## src/rtl/tetris_stats_pkg.sv

```systemverilog
// Shared types, BCD constants and helpers for the game statistics block.
package tetris_stats_pkg;

  typedef logic [23:0] bcd6_t;

  localparam bcd6_t BCD6_MAX = 24'h999999;
  localparam bcd6_t PTS_1    = 24'h000040;
  localparam bcd6_t PTS_2    = 24'h000100;
  localparam bcd6_t PTS_3    = 24'h000300;
  localparam bcd6_t PTS_4    = 24'h001200;

  typedef enum logic [1:0] {IDLE, SCORE, LINES} stats_state_t;

  function automatic bcd6_t pts_for(input logic [2:0] n);
    case (n)
      3'd1:    return PTS_1;
      3'd2:    return PTS_2;
      3'd3:    return PTS_3;
      3'd4:    return PTS_4;
      default: return '0;
    endcase
  endfunction

  function automatic logic [7:0] bcd2_inc(input logic [7:0] v);
    if (v[3:0] == 4'd9) return {v[7:4] + 4'd1, 4'd0};
    return {v[7:4], v[3:0] + 4'd1};
  endfunction

  function automatic bcd6_t bin5_to_bcd(input logic [4:0] v);
    logic [3:0] tens;
    logic [4:0] ones;
    tens = '0;
    ones = v;
    for (int i = 0; i < 3; i++) begin
      if (ones >= 5'd10) begin
        ones = ones - 5'd10;
        tens = tens + 4'd1;
      end
    end
    return {16'h0, tens, ones[3:0]};
  endfunction

endpackage

```

## src/rtl/game_stats_bcd_add6.sv

```systemverilog
// Combinational 6-digit packed-BCD adder; carry_o flags overflow past digit 5.
module bcd_add6
  import tetris_stats_pkg::*;
(
  input  bcd6_t a,
  input  bcd6_t b,
  output bcd6_t sum,
  output logic  carry_o
);

  logic [4:0] d;
  logic       c;

  always_comb begin
    d   = '0;
    c   = 1'b0;
    sum = '0;
    for (int i = 0; i < 6; i++) begin
      d = {1'b0, a[4*i +: 4]} + {1'b0, b[4*i +: 4]} + {4'b0, c};
      if (d > 5'd9) begin
        d = d + 5'd6;
        c = 1'b1;
      end else begin
        c = 1'b0;
      end
      sum[4*i +: 4] = d[3:0];
    end
    carry_o = c;
  end

endmodule

```

## src/rtl/game_stats.sv

```systemverilog
// Score/lines/level tracker with serial BCD scoring (points x (level+1)).
// Optional soft-drop bonus input enabled by defining GAME_STATS_DROP_BONUS_EN.
module game_stats
  import tetris_stats_pkg::*;
#(
  parameter int unsigned LINES_PER_LEVEL = 10,
  parameter int unsigned START_LEVEL     = 0,
  parameter int unsigned MAX_LEVEL       = 99
) (
  input  logic        clk,
  input  logic        rst_n,
  input  logic        new_game_i,
  input  logic        clr_valid_i,
  input  logic [2:0]  clr_lines_i,
`ifdef GAME_STATS_DROP_BONUS_EN
  input  logic        drop_valid_i,
  input  logic [4:0]  drop_rows_i,
`endif
  output logic        clr_ready_o,
  output logic [23:0] gd_score_o,
  output logic [23:0] gd_lines_o,
  output logic [23:0] gd_level_o,
  output logic        level_up_o
);

  localparam logic [6:0] START_BIN = 7'(START_LEVEL);
  localparam logic [7:0] START_BCD = {4'(START_LEVEL / 10), 4'(START_LEVEL % 10)};

  stats_state_t state;
  bcd6_t        score, lines, base;
  logic [2:0]   n_q;
  logic [6:0]   mult_cnt, level_bin;
  logic [7:0]   level_bcd;
  logic [3:0]   in_lvl;
  logic         level_up;

  logic         accept;
  logic [2:0]   n_clamp;
  bcd6_t        score_b, score_sum, lines_sum;
  logic         score_co, lines_co;
  logic [4:0]   in_sum, in_wrap;
  logic         wrap;

  assign clr_ready_o = (state == IDLE) && !new_game_i;
  assign accept      = clr_valid_i && clr_ready_o;
  assign n_clamp     = (clr_lines_i > 3'd4) ? 3'd4 : clr_lines_i;

`ifdef GAME_STATS_DROP_BONUS_EN
  assign score_b = (state == IDLE) ? bin5_to_bcd(drop_rows_i) : base;
`else
  assign score_b = base;
`endif

  bcd_add6 u_score_add (.a(score), .b(score_b),         .sum(score_sum), .carry_o(score_co));
  bcd_add6 u_lines_add (.a(lines), .b({21'h0, n_q}),    .sum(lines_sum), .carry_o(lines_co));

  assign in_sum  = {1'b0, in_lvl} + {2'b0, n_q};
  assign in_wrap = in_sum - 5'(LINES_PER_LEVEL);
  assign wrap    = in_sum >= 5'(LINES_PER_LEVEL);

  always_ff @(posedge clk or negedge rst_n) begin
    if (!rst_n) begin
      state     <= IDLE;
      score     <= '0;
      lines     <= '0;
      base      <= '0;
      n_q       <= '0;
      mult_cnt  <= '0;
      level_bin <= START_BIN;
      level_bcd <= START_BCD;
      in_lvl    <= '0;
      level_up  <= 1'b0;
    end else if (new_game_i) begin
      state     <= IDLE;
      score     <= '0;
      lines     <= '0;
      base      <= '0;
      n_q       <= '0;
      mult_cnt  <= '0;
      level_bin <= START_BIN;
      level_bcd <= START_BCD;
      in_lvl    <= '0;
      level_up  <= 1'b0;
    end else begin
      level_up <= 1'b0;
      case (state)
        IDLE: begin
          if (accept && n_clamp != 3'd0) begin
            base     <= pts_for(n_clamp);
            n_q      <= n_clamp;
            mult_cnt <= level_bin + 7'd1;
            state    <= SCORE;
          end
`ifdef GAME_STATS_DROP_BONUS_EN
          else if (drop_valid_i && !accept) begin
            score <= score_co ? BCD6_MAX : score_sum;
          end
`endif
        end
        SCORE: begin
          score    <= score_co ? BCD6_MAX : score_sum;
          mult_cnt <= mult_cnt - 7'd1;
          if (mult_cnt == 7'd1) state <= LINES;
        end
        LINES: begin
          lines  <= lines_co ? BCD6_MAX : lines_sum;
          in_lvl <= wrap ? in_wrap[3:0] : in_sum[3:0];
          // Level holds at the ceiling but the in-level counter keeps wrapping.
          if (wrap && level_bin < 7'(MAX_LEVEL)) begin
            level_bin <= level_bin + 7'd1;
            level_bcd <= bcd2_inc(level_bcd);
            level_up  <= 1'b1;
          end
          state <= IDLE;
        end
        default: state <= IDLE;
      endcase
    end
  end

  assign gd_score_o = score;
  assign gd_lines_o = lines;
  assign gd_level_o = {16'h0, level_bcd};
  assign level_up_o = level_up;

endmodule

```

## config.mk

```make
export PLATFORM = sky130hd
export DESIGN_NAME = game_stats
export DESIGN_NICKNAME = d
export VERILOG_FILES = /design/src/rtl/tetris_stats_pkg.sv /design/src/rtl/game_stats_bcd_add6.sv /design/src/rtl/game_stats.sv
export SDC_FILE = /design/constraint.sdc
export NUM_CORES = 1
export LEC_CHECK = 0
export CORE_MARGIN = 4
export CORE_UTILIZATION = 60
export DETAILED_ROUTE_END_ITERATION = 8
export GPL_TIMING_DRIVEN = 0
export PLACE_DENSITY_LB_ADDON = 0.2
export SLEW_MARGIN = 20
export SYNTH_ARGS = -nofsm -noshare
export SYNTH_HDL_FRONTEND = slang
export SYNTH_SLANG_ARGS = --single-unit
export TNS_END_PERCENT = 10
```

## constraint.sdc

```tcl
create_clock -name clk -period 14.1 [get_ports clk]
set_input_delay 2.82 -clock clk [delete_from_list [all_inputs] [get_ports clk]]
set_output_delay 2.82 -clock clk [all_outputs]
set_load 0.005 [all_outputs]
```

**Yosys cells after proc, flatten, opt, wreduce, memory -nomap -nowiden**

Cells that the tools add are included.

- Flip-flop bits (word level): 104
- Bits of input ports: 7

- Muxes and demuxes: 63
- Magnitude comparators: 15
- Equal/unequal tests: 10
- $add $sub $neg: 35
- Reduce and logical (&&, ||, !) cells: 19

Operator list:

| operator | number |
|---|---|
| two-way mux 24 bit | 9 |
| greater-than comparator 5 x 4 -> 1 bit, second input constant | 12 |
| two-way mux 4 bit | 15 |
| one-hot mux 13 bit (4 select lines) | 1 |
| adder 4 x 3 -> 4 bit, second input constant | 12 |
| two-way mux 8 bit | 5 |
| two-way mux 7 bit | 5 |
| adder 4 x 4 -> 5 bit | 6 |
| adder 4 x 1 -> 5 bit | 5 |
| adder 5 x 1 -> 5 bit | 5 |
| two-way mux 1 bit | 19 |
| one-hot mux 7 bit (2 select lines) | 1 |
| two-way mux 3 bit | 4 |
| nonzero test 2 bit | 6 |
| adder 4 x 3 -> 5 bit | 2 |
| adder 4 x 1 -> 4 bit, second input constant | 2 |
| AND reduction 2 bit | 4 |
| adder 7 x 1 -> 7 bit, second input constant | 1 |
| equality test 7 x 1 -> 1 bit, second input constant | 1 |
| less-than comparator 7 bit, second input constant | 1 |
| subtractor 7 x 1 -> 7 bit, second input constant | 1 |
| equality test 3 x 2 -> 1 bit, second input constant | 2 |
| two-way mux 2 bit | 3 |
| nonzero test 3 bit | 2 |
| 15 further kinds | 18 |

**Logic depth before layout (Yosys ltp)**

Gate-level depths: netlist of run 1.

- Word-level depth: 21
- Depth in mapped cells: 43
- Mapped depth without buffers: 41

**By module**

Synthesis of run 1 repeated with hierarchy kept, for this count alone.

- Cell total of the unflattened synthesis: 829
- Area, all modules: 7388.3 µm²

By module, submodules not included:

| module | area each (µm²) | times used | cells each |
|---|---|---|---|
| game_stats | 4518.1 | 1 | 483 |
| bcd_add6 | 1435.1 | 2 | 173 |

**Worst setup path before layout of run 1**

OpenSTA, ideal clock, no wires.

- Path kind: reg-to-reg
- Start: register score[1], in the netlist gd_score_o[1]
- End: register score[10], in the netlist gd_score_o[10]
- Cell stages (with the launch flop): 41
- Clock period less this slack: 7886 ps
- Slack: 6214 ps
- Library setup time: 66 ps
- Arrival time: 7820 ps
- Cells stage by stage: dfrtp_1 inv_1 ha_1 inv_1 ha_1 a31oi_1 a41oi_1 ha_1 ha_1 or4b_2 a31oi_1 a21oi_1 inv_1 fa_1 inv_1 fa_1 xnor2_1 ha_1 (+5 left out) ha_1 inv_1 a21oi_1 nor2_1 nor2_1 ha_1 ha_1 nor2b_1 a211oi_1 nor2_1 ha_1 ha_1 nor2_1 a41oi_1 o22ai_1 nand3_2 o31ai_1 a22o_1

- Cells in the longest elaborated chain, start to end: 21
- Elaborated cells between the ends (all ways): 23
- Those cells by class: 7 x add/sub; 6 x order compare; 10 x mux

Ends and longest elaborated chain:

| element | RTL line | RTL |
|---|---|---|
| from (decl) | game_stats.sv:30 | `bcd6_t score, lines, base;` |
| from (signal assigned) | game_stats.sv:101 | `score <= score_co ? BCD6_MAX : score_sum;` |
| adder 4 x 4 -> 5 bit (*) | game_stats_bcd_add6.sv:19 | `d = {1'b0, a[4*i +: 4]} + {1'b0, b[4*i +: 4]} + {4'b0, c};` |
| greater-than comparator 5 x 4 -> 1 bit (*) | game_stats_bcd_add6.sv:20 | `if (d > 5'd9) begin` |
| two-way mux 1 bit (*) | game_stats_bcd_add6.sv:20 |  |
| adder 5 x 1 -> 5 bit (*) | game_stats_bcd_add6.sv:19 |  |
| greater-than comparator 5 x 4 -> 1 bit (*) | game_stats_bcd_add6.sv:20 |  |
| two-way mux 1 bit (*) | game_stats_bcd_add6.sv:20 |  |
| adder 5 x 1 -> 5 bit (*) | game_stats_bcd_add6.sv:19 |  |
| greater-than comparator 5 x 4 -> 1 bit | game_stats_bcd_add6.sv:20 |  |
| (+5 left out) | n/a |  |
| greater-than comparator 5 x 4 -> 1 bit | game_stats_bcd_add6.sv:20 |  |
| two-way mux 1 bit | game_stats_bcd_add6.sv:20 |  |
| adder 5 x 1 -> 5 bit | game_stats_bcd_add6.sv:19 |  |
| greater-than comparator 5 x 4 -> 1 bit | game_stats_bcd_add6.sv:20 |  |
| two-way mux 1 bit | game_stats_bcd_add6.sv:20 |  |
| two-way mux 24 bit (*) | game_stats.sv:101 |  |
| two-way mux 24 bit (*) | game_stats.sv:86 | `case (state)` |
| two-way mux 24 bit (*) | game_stats.sv:73 | `end else if (new_game_i) begin` |

Every way passes the cells marked *; elsewhere a longest branch is shown, timed or not. The select of a mux whose other input is x is not followed.
A chain may end at the register's enable or synchronous reset.

**Worst setup path in the final report of run 1**

Same ends and word-level chain as after synthesis.

==> results of run 1 <==
## flip-flops by register name (all words and copies together) (netlist names)
register    flops
gd_lines_o     24
gd_score_o     24
level_bcd       8
level_bin       7
mult_cnt        7
base            4
in_lvl          4
n_q             3
state           2
level_up_o      1
## critical path, delay by kind of cell, from the launching register on
kind | cells | cell delay (ps)
simple gates | 7 | 1700
fa+ha+maj | 13 | 3810
buf+inv | 7 | 550
compound gates | 12 | 2500
xor+xnor | 1 | 240
flops | 1 | 410
## power breakdown
group | total [uW] | switching, uW | leakage, uW | internal [uW]
clock | 168 | 89.1 | 0.0000917 | 78.4
sequential | 263 | 12.6 | 0.00116 | 250
combinational | 104 | 62.2 | 0.00177 | 41.9
total | 534 | 164 | 0.00303 | 370
## layer usage
metal	part of all wire (%)	GRT usage [%]	up-vias	wire (microns)
met3	5.7	4.816	23	810
met2	49	44.51	181	6893
met4	1.8	7.123	0	261
met1	44	32.88	2529	6195
li1	-	-	2510	-
met5	0	0	-	0
## area by class of cell
class | instances | area, sq um
Inverter | 29 | 108.9
Clock buffer | 13 | 168.9
Fill cell | 757 | 2430
Tap cell | 129 | 161.4
Clock inverter | 3 | 20.02
Timing Repair Buffer | 64 | 655.6
Buffer | 42 | 237.7
Multi-Input combinational cell | 531 | 3487
Sequential cell | 84 | 2102
## cell usage in the layout, fill, tap and decap left out, drive strengths merged, types with 3 or more instances in the layout
cell type and count:
nand2 59, nand3 7, o32ai 6, nand3b 4, clkbuf 28, fa 5
a211oi 7, o21a 4, buf 29, a31oi 8, or3 3, conb 16
a311oi 3, o22ai 4, nor2 83, a22o 13, a21oi 40, and3 4
nand4 3, a21o 4, clkdlybuf4s50 62, o31ai 12, dfrtp 84, inv 29
nor3b 3, or2 3, o21ai 53, ha 44, nor2b 14, a221oi 3
mux2i 14, nor3 30, xnor2 27, nor4 3, nand2b 20, xor2 12
## worst max-delay path by stage
stage | from | to | slack [ps] | depth (start not counted)
final | gd_score_o[1] | gd_score_o[10] | 4810 | 40
after global routing | gd_score_o[1] | gd_score_o[10] | 4080 | 40
after CTS | gd_score_o[1] | gd_score_o[10] | 4860 | 40
after detailed placement | gd_score_o[1] | gd_score_o[10] | 4910 | 40
after global placement | gd_score_o[1] | gd_score_o[10] | 5370 | 40
after floorplan | gd_score_o[1] | gd_score_o[10] | 6210 | 40
## logic make-up after synthesis
group | count (synthesis) | share of synthesized area, %
compound gates | 169 | 18.71
other cells | 1 | 0.06378
fa+ha+maj | 49 | 11.07
flops | 84 | 35.75
buf+inv | 71 | 5.895
xor+xnor | 39 | 5.938
simple gates | 243 | 20.00
mux | 15 | 2.575
## stage by stage
step / hold WS [ps] / worst slack, ps / cell area, sq um / power [uW] / cells
after CTS: 499.3 / 4856 / 6942 / 535.3 / 895
final: 501.5 / 4805 / 6942 / 534.3 / 895
after floorplan: 446.7 / 6214 / 5936 / 332.4 / 686
after detailed placement: 480.6 / 4909 / 6753 / 369.2 / 879
after global routing: 523.4 / 4080 / 6942 / 561.7 / 895
after global placement: 470.6 / 5368 / 6728 / 363.7 / 878
==> summary.txt, run 1 <==
Clocking
  • Skew-Pair Late Insertion Delay: 360 ps
  • CTS resizes: 0
  • CTS HTree Levels: 3
  • CTS Buf Count: 9
  • Max Buffers Root-to-Sink: 2
  • Post-CTS setup buffer count: 0
  • CTS clk-pin slew, worst paths: 90 ps
  • CTS root buffer: sky130_fd_sc_hd__clkbuf_8
  • CTS tree: done
  • Clock sink count: 84
  • Count of hold-fix buffers inserted at cts: 0

Synth
  • Async set-or-reset flop fraction in the synthesized netlist: 100.0%
  • Top-area cell type share of the netlist area: 35.75%
  • Post-synth EDFFs: 0
  • Number of distinct library cells after synthesis: 64
  • Average footprint of a synthesized cell: 8.762 sq um
  • Number of warnings reported in the yosys synthesis log: 0
  • Main flop type after synthesis: sky130_fd_sc_hd__dfrtp_1
  • Flop and latch count out of synthesis: 84
  • Cell type contributing the most total cell area after synthesis: sky130_fd_sc_hd__dfrtp_1
  • Most frequent cell after synthesis: sky130_fd_sc_hd__dfrtp_1
  • Most area-consuming cells after synthesis: sky130_fd_sc_hd__dfrtp_1 (36%), sky130_fd_sc_hd__ha_1 (9.4%), sky130_fd_sc_hd__nor2_1 (5.3%), sky130_fd_sc_hd__o21ai_0 (4.4%), sky130_fd_sc_hd__xnor2_1 (3.9%)
  • Synth Instances: 671
  • Commonest cells post-synth: sky130_fd_sc_hd__dfrtp_1 (84), sky130_fd_sc_hd__nor2_1 (83), sky130_fd_sc_hd__nand2_1 (59)
  • Sequential cell area fraction in the yosys report: 35.75%
  • Post-Syn Area: 5879 sq um

Final layout
  • Area added between synthesis and finish: 18.07%
  • Final core utilization: 74.07%
  • Diode insertion count for antenna repair: 0
  • Post-layout nets: 817
  • Share of post-route cells with drive strength above 1: 7.180%

Run
  • Max-cap violations: 0

Floorplan
  • Width of the chip: 107.0 microns
  • Die Y-Extent: 107.0 microns
  • Top-level port count: 81
  • Overall die area: 11,450 sq um
  • Initial core utilization: 62.74%
  • Placeable core area: 9371 sq um
  • Total number of placement rows: 35

GRT
  • Number of global-route vias before repair: 5,152
  • Global-route wire length before repair: 24.20 mm
  • Overflow left after global routing: 0
  • Aggregate global-route resource usage: 25.67%
  • Number of antenna violations at the first check in global routing: 0
  • Largest net degree at the start of global routing: 55

Place
  • Quantity of I/O buffers inserted on ports: 63
  • Final GP Congestion: 0.8902
  • DP HPWL: 10.52 mm

STA
  • Slew headroom: 54.12%
  • Achievable Freq: 107.6 MHz
  • Number of slew-limit violations in the final report: 0
  • Clock skew: 14.84 ps
  • Final count of hold timing violations: 0
  • Setup violators final: 0
  • Worst-margin pin slew: 688.3 ps
  • Total Neg Setup Slack: 0 ps
  • Min Tclk post-route: 9295 ps
  • RSZ-0062 raised after global routing: false
  • Fin crit share: 65.92%

Power
  • Total power divided by cell area: 76.98 nW/um^2
  • Peak VDD IR: 0.00007186 V
  • Lkg Pwr: 0.003027 uW

Critical path
  • Element type at the critical path start: register
  • Reg-to-reg critical path endpoint: gd_score_o[10]
  • Worst R2R Path Depth: 40
  • Kind of critical path: reg -> reg
  • Crit path required time: 14,400 ps
  • Reg-to-reg startpoint: gd_score_o[1]
  • Crit-path max FO: 10
  • Library cell appearing most often on the critical path: sky130_fd_sc_hd__ha_1
  • Internal reg-to-reg setup slack: 4810 ps
  • Maximum cell stage delay along the critical path: 650 ps
  • CP Capture Type: register
  • Arrival time at the worst endpoint: 9590 ps
  • Worst path slowest cell: sky130_fd_sc_hd__or4b_2

Route
  • Total number of vias: 5,243
  • Via density per instance: 5.858
  • DRC violations left: 0
  • Initial drt markers: 277
  • Pre-antenna DRT Iters: 5
  • Antenna Nets Post-Route: 0
  • Routed len/inst: 15.82 microns
  • Post-detailed-routing wire length: 14.16 mm

Min path
  • HP Class: reg -> reg
  • Startpoint of the worst hold path: base[8]
  • Cell depth of the worst min-delay path: 2
  • Worst Hold End: base[8]

Status
  • Outcome: finished, final reports clean
Power figures use the tool's default switching activity.
==> inputs of run 2 (changes only) <==
CORE_UTILIZATION = 51   (was 60)
clock period = 8.1 ns   (was 14.1 ns; I/O delays follow)
==> run 2 against run 1 <==
Against the previous run:
- clock power grew 140%
- utilization is 6.5 points lower
- via count increased by 0.88%
- total power increased by 97%
- die area rose by 16%
- non-clock buffer count grew 22
- largest power group unchanged
- largest cell class unchanged
- fmax grew 19%
==> summary.txt, run 2 (synthesized netlist as in run 1, its figures left out) <==
Status
  • Outcome: finished, final reports clean (unchanged)

Final layout
  • Share of post-route cells with drive strength above 1: 15.99% (was 7.180%)
  • Diode insertion count for antenna repair: 0 (unchanged)
  • Final cell count without fillers: 928 (was 895)
  • Area added between synthesis and finish: 27.32% (was 18.07%)
  • Sequential cell area in the final layout: 2103 sq um (was 2102 sq um)
  • Final core utilization: 67.57% (was 74.07%)
  • Leading cell types in the layout, fill and taps excluded: sky130_fd_sc_hd__dfrtp_1 (83), sky130_fd_sc_hd__nor2_1 (80), sky130_fd_sc_hd__clkdlybuf4s50_1 (62) (was sky130_fd_sc_hd__dfrtp_1 (84), sky130_fd_sc_hd__nor2_1 (83), sky130_fd_sc_hd__clkdlybuf4s50_1 (62))
  • Commonest non-fill, non-tap cell in the layout: sky130_fd_sc_hd__dfrtp_1 (unchanged)
  • Number of filler instances in the final layout: 877 (was 757)
  • Area used by multi-input combinational logic: 3741 sq um (was 3487 sq um)
  • Post-layout nets: 839 (was 817)

Place
  • Placed Cells: 890 (was 879)
  • DP HPWL: 10.42 mm (was 10.52 mm)
  • Final GP Congestion: 0.8691 (was 0.8902)
  • Dpl ws: -1125 ps (was 4909 ps)
  • Quantity of I/O buffers inserted on ports: 63 (unchanged)

Floorplan
  • Initial core utilization: 53.07% (was 62.74%)
  • Overall die area: 13,310 sq um (was 11,450 sq um)
  • Total number of placement rows: 38 (was 35)
  • Die Y-Extent: 115.4 microns (was 107.0 microns)
  • Top-level port count: 81 (unchanged)
  • Placeable core area: 11,080 sq um (was 9371 sq um)
  • Width of the chip: 115.4 microns (was 107.0 microns)

Critical path
  • Internal reg-to-reg setup slack: 300 ps (was 4810 ps)
  • Crit-path max FO: 6 (was 10)
  • Arrival time at the worst endpoint: 8010 ps (was 9590 ps)
  • CP Capture Type: register (unchanged)
  • Library cell appearing most often on the critical path: sky130_fd_sc_hd__inv_1 (was sky130_fd_sc_hd__ha_1)
  • Element type at the critical path start: register (unchanged)
  • Kind of critical path: reg -> reg (unchanged)
  • Crit path required time: 8310 ps (was 14,400 ps)
  • Maximum cell stage delay along the critical path: 650 ps (about the same)
  • Worst path slowest cell: sky130_fd_sc_hd__or4b_2 (unchanged)

Clocking
  • CTS clk-pin slew, worst paths: 60 ps (was 90 ps)
  • CTS tree: done (unchanged)
  • CTS HTree Levels: 3 (unchanged)
  • CTS Buf Count: 9 (unchanged)
  • Clock sink count: 84 (unchanged)
  • Skew-Pair Late Insertion Delay: 340 ps (was 360 ps)
  • CTS root buffer: sky130_fd_sc_hd__clkbuf_16 (was sky130_fd_sc_hd__clkbuf_8)
  • Max Buffers Root-to-Sink: 2 (unchanged)
  • Count of hold-fix buffers inserted at cts: 0 (unchanged)

GRT
  • Overflow left after global routing: 0 (unchanged)
  • Largest net degree at the start of global routing: 50 (was 55)
  • Global-route wire length before repair: 24.08 mm (was 24.20 mm)
  • Aggregate global-route resource usage: 22.47% (was 25.67%)
  • Number of antenna violations at the first check in global routing: 0 (unchanged)
  • Number of global-route vias before repair: 5,003 (was 5,152)

STA
  • Slew headroom: 57.74% (was 54.12%)
  • Final count of hold timing violations: 0 (unchanged)
  • Clock skew: 6.699 ps (was 14.84 ps)
  • Achievable Freq: 128.1 MHz (was 107.6 MHz)
  • Min Tclk post-route: 7804 ps (was 9295 ps)
  • Setup violators final: 0 (unchanged)
  • Worst-margin pin slew: 633.9 ps (was 688.3 ps)
  • Fin crit share: 96.34% (was 65.92%)
  • Number of slew-limit violations in the final report: 0 (unchanged)
  • Setup ws final: 296.4 ps (was 4805 ps)

Route
  • Initial drt markers: 316 (was 277)
  • Pre-antenna DRT Iters: 5 (unchanged)
  • Total number of vias: 5,289 (was 5,243)
  • Routed len/inst: 15.95 microns (was 15.82 microns)
  • Sum of met2 wire segment lengths after detailed routing: 7.091 mm (was 6.893 mm)
  • Highest signal layer in the routed design: met4 (unchanged)
  • DRC violations left: 0 (unchanged)
  • DR WL met3: 768 microns (was 810 microns)
  • Via density per instance: 5.699 (was 5.858)
  • Antenna Nets Post-Route: 0 (unchanged)
  • Post-Route M1 WL: 6.648 mm (was 6.195 mm)
  • Post-detailed-routing wire length: 14.80 mm (was 14.16 mm)

Power
  • Total power divided by cell area: 140.8 nW/um^2 (was 76.98 nW/um^2)
  • Peak VDD IR: 0.00009722 V (was 0.00007186 V)
  • Lkg Pwr: 0.003192 uW (was 0.003027 uW)

Run
  • Max-cap violations: 0 (unchanged)

Min path
  • HP Class: reg -> reg (unchanged)
## run 2: cell count changes in the layout (fill, tap and decap cells not counted), moves of 5 or more
cell,change
sky130_fd_sc_hd__buf_4,+22
sky130_fd_sc_hd__clkbuf_8,-12
sky130_fd_sc_hd__ha_1,-12
sky130_fd_sc_hd__clkbuf_16,+9
sky130_fd_sc_hd__ha_2,+7
sky130_fd_sc_hd__o21ai_0,-7
sky130_fd_sc_hd__o21ai_1,+6
sky130_fd_sc_hd__ha_4,+5
## run 2: what timing repair did
action,4_1_cts,5_1_grt
gates resized for setup,15,59
pin swaps,3,16
setup endpoints to repair,45,46
cloned,0,1
endpoints found under the hold margin,0,0
setup buffers,4,18
## run 2: power by group
| group | switching [uW] | total [uW] | leakage, uW | internal (uW) |
|---|---|---|---|---|
| combinational | 111 | 191 | 0.00189 | 80.0 |
| clock | 167 | 404 | 0.000139 | 237 |
| sequential | 22.8 | 459 | 0.00116 | 436 |
| total | 300 | 1050 | 0.00319 | 754 |
## run 2: cell type report
class / count / share of cell area [%]
timing repair buffer: 87 / 11.08
multi-input combinational: 531 / 49.97
clock buffer: 11 / 3.109
clock inverter: 5 / 0.7020
buffer: 41 / 3.243
inverter: 29 / 1.454
sequential: 84 / 28.10
tap: 140 / 2.340
## run 2: path summary, 6_finish.rpt
path / start / end / cells after the start
worst max-delay path: gd_score_o[1] / gd_score_o[1] / 41
worst min-delay path: base[8] / base[8] / 2
worst max register to register: gd_score_o[1] / gd_score_o[1] / 41
worst min register to register: base[8] / base[8] / 2
max in group asynchronous: rst_n / n_q[0] / 2
min in group asynchronous: rst_n / gd_score_o[13] / 1
## run 2: per-stage QoR
step	setup TNS [ps]	instance area (sq um)	hold slack (ps)	power [uW]
floorplan	0	5936	446.7	578.6
global placement	-9601	6741	465.1	635.3
detailed placement	-21520	6766	468.8	642.0
CTS	-20.07	7141	483.0	1047
global route	-742.8	7486	545.2	1104
finish	0	7486	487.2	1054
## run 2: critical path: cells and delay by family (launching register included)
kind            cells  cell delay (ps)
fa+ha+maj          13             3150
simple gates        7             1130
flops               1              420
xor+xnor            1              220
mux                 1              220
buf+inv             7              570
compound gates     12             1930
## run 2: layer usage
metal	vias to the layer above	GRT usage, %
met5	-	0
met1	2537	30.52
met4	0	7.668
li1	2563	-
met3	24	3.526
met2	165	36.69
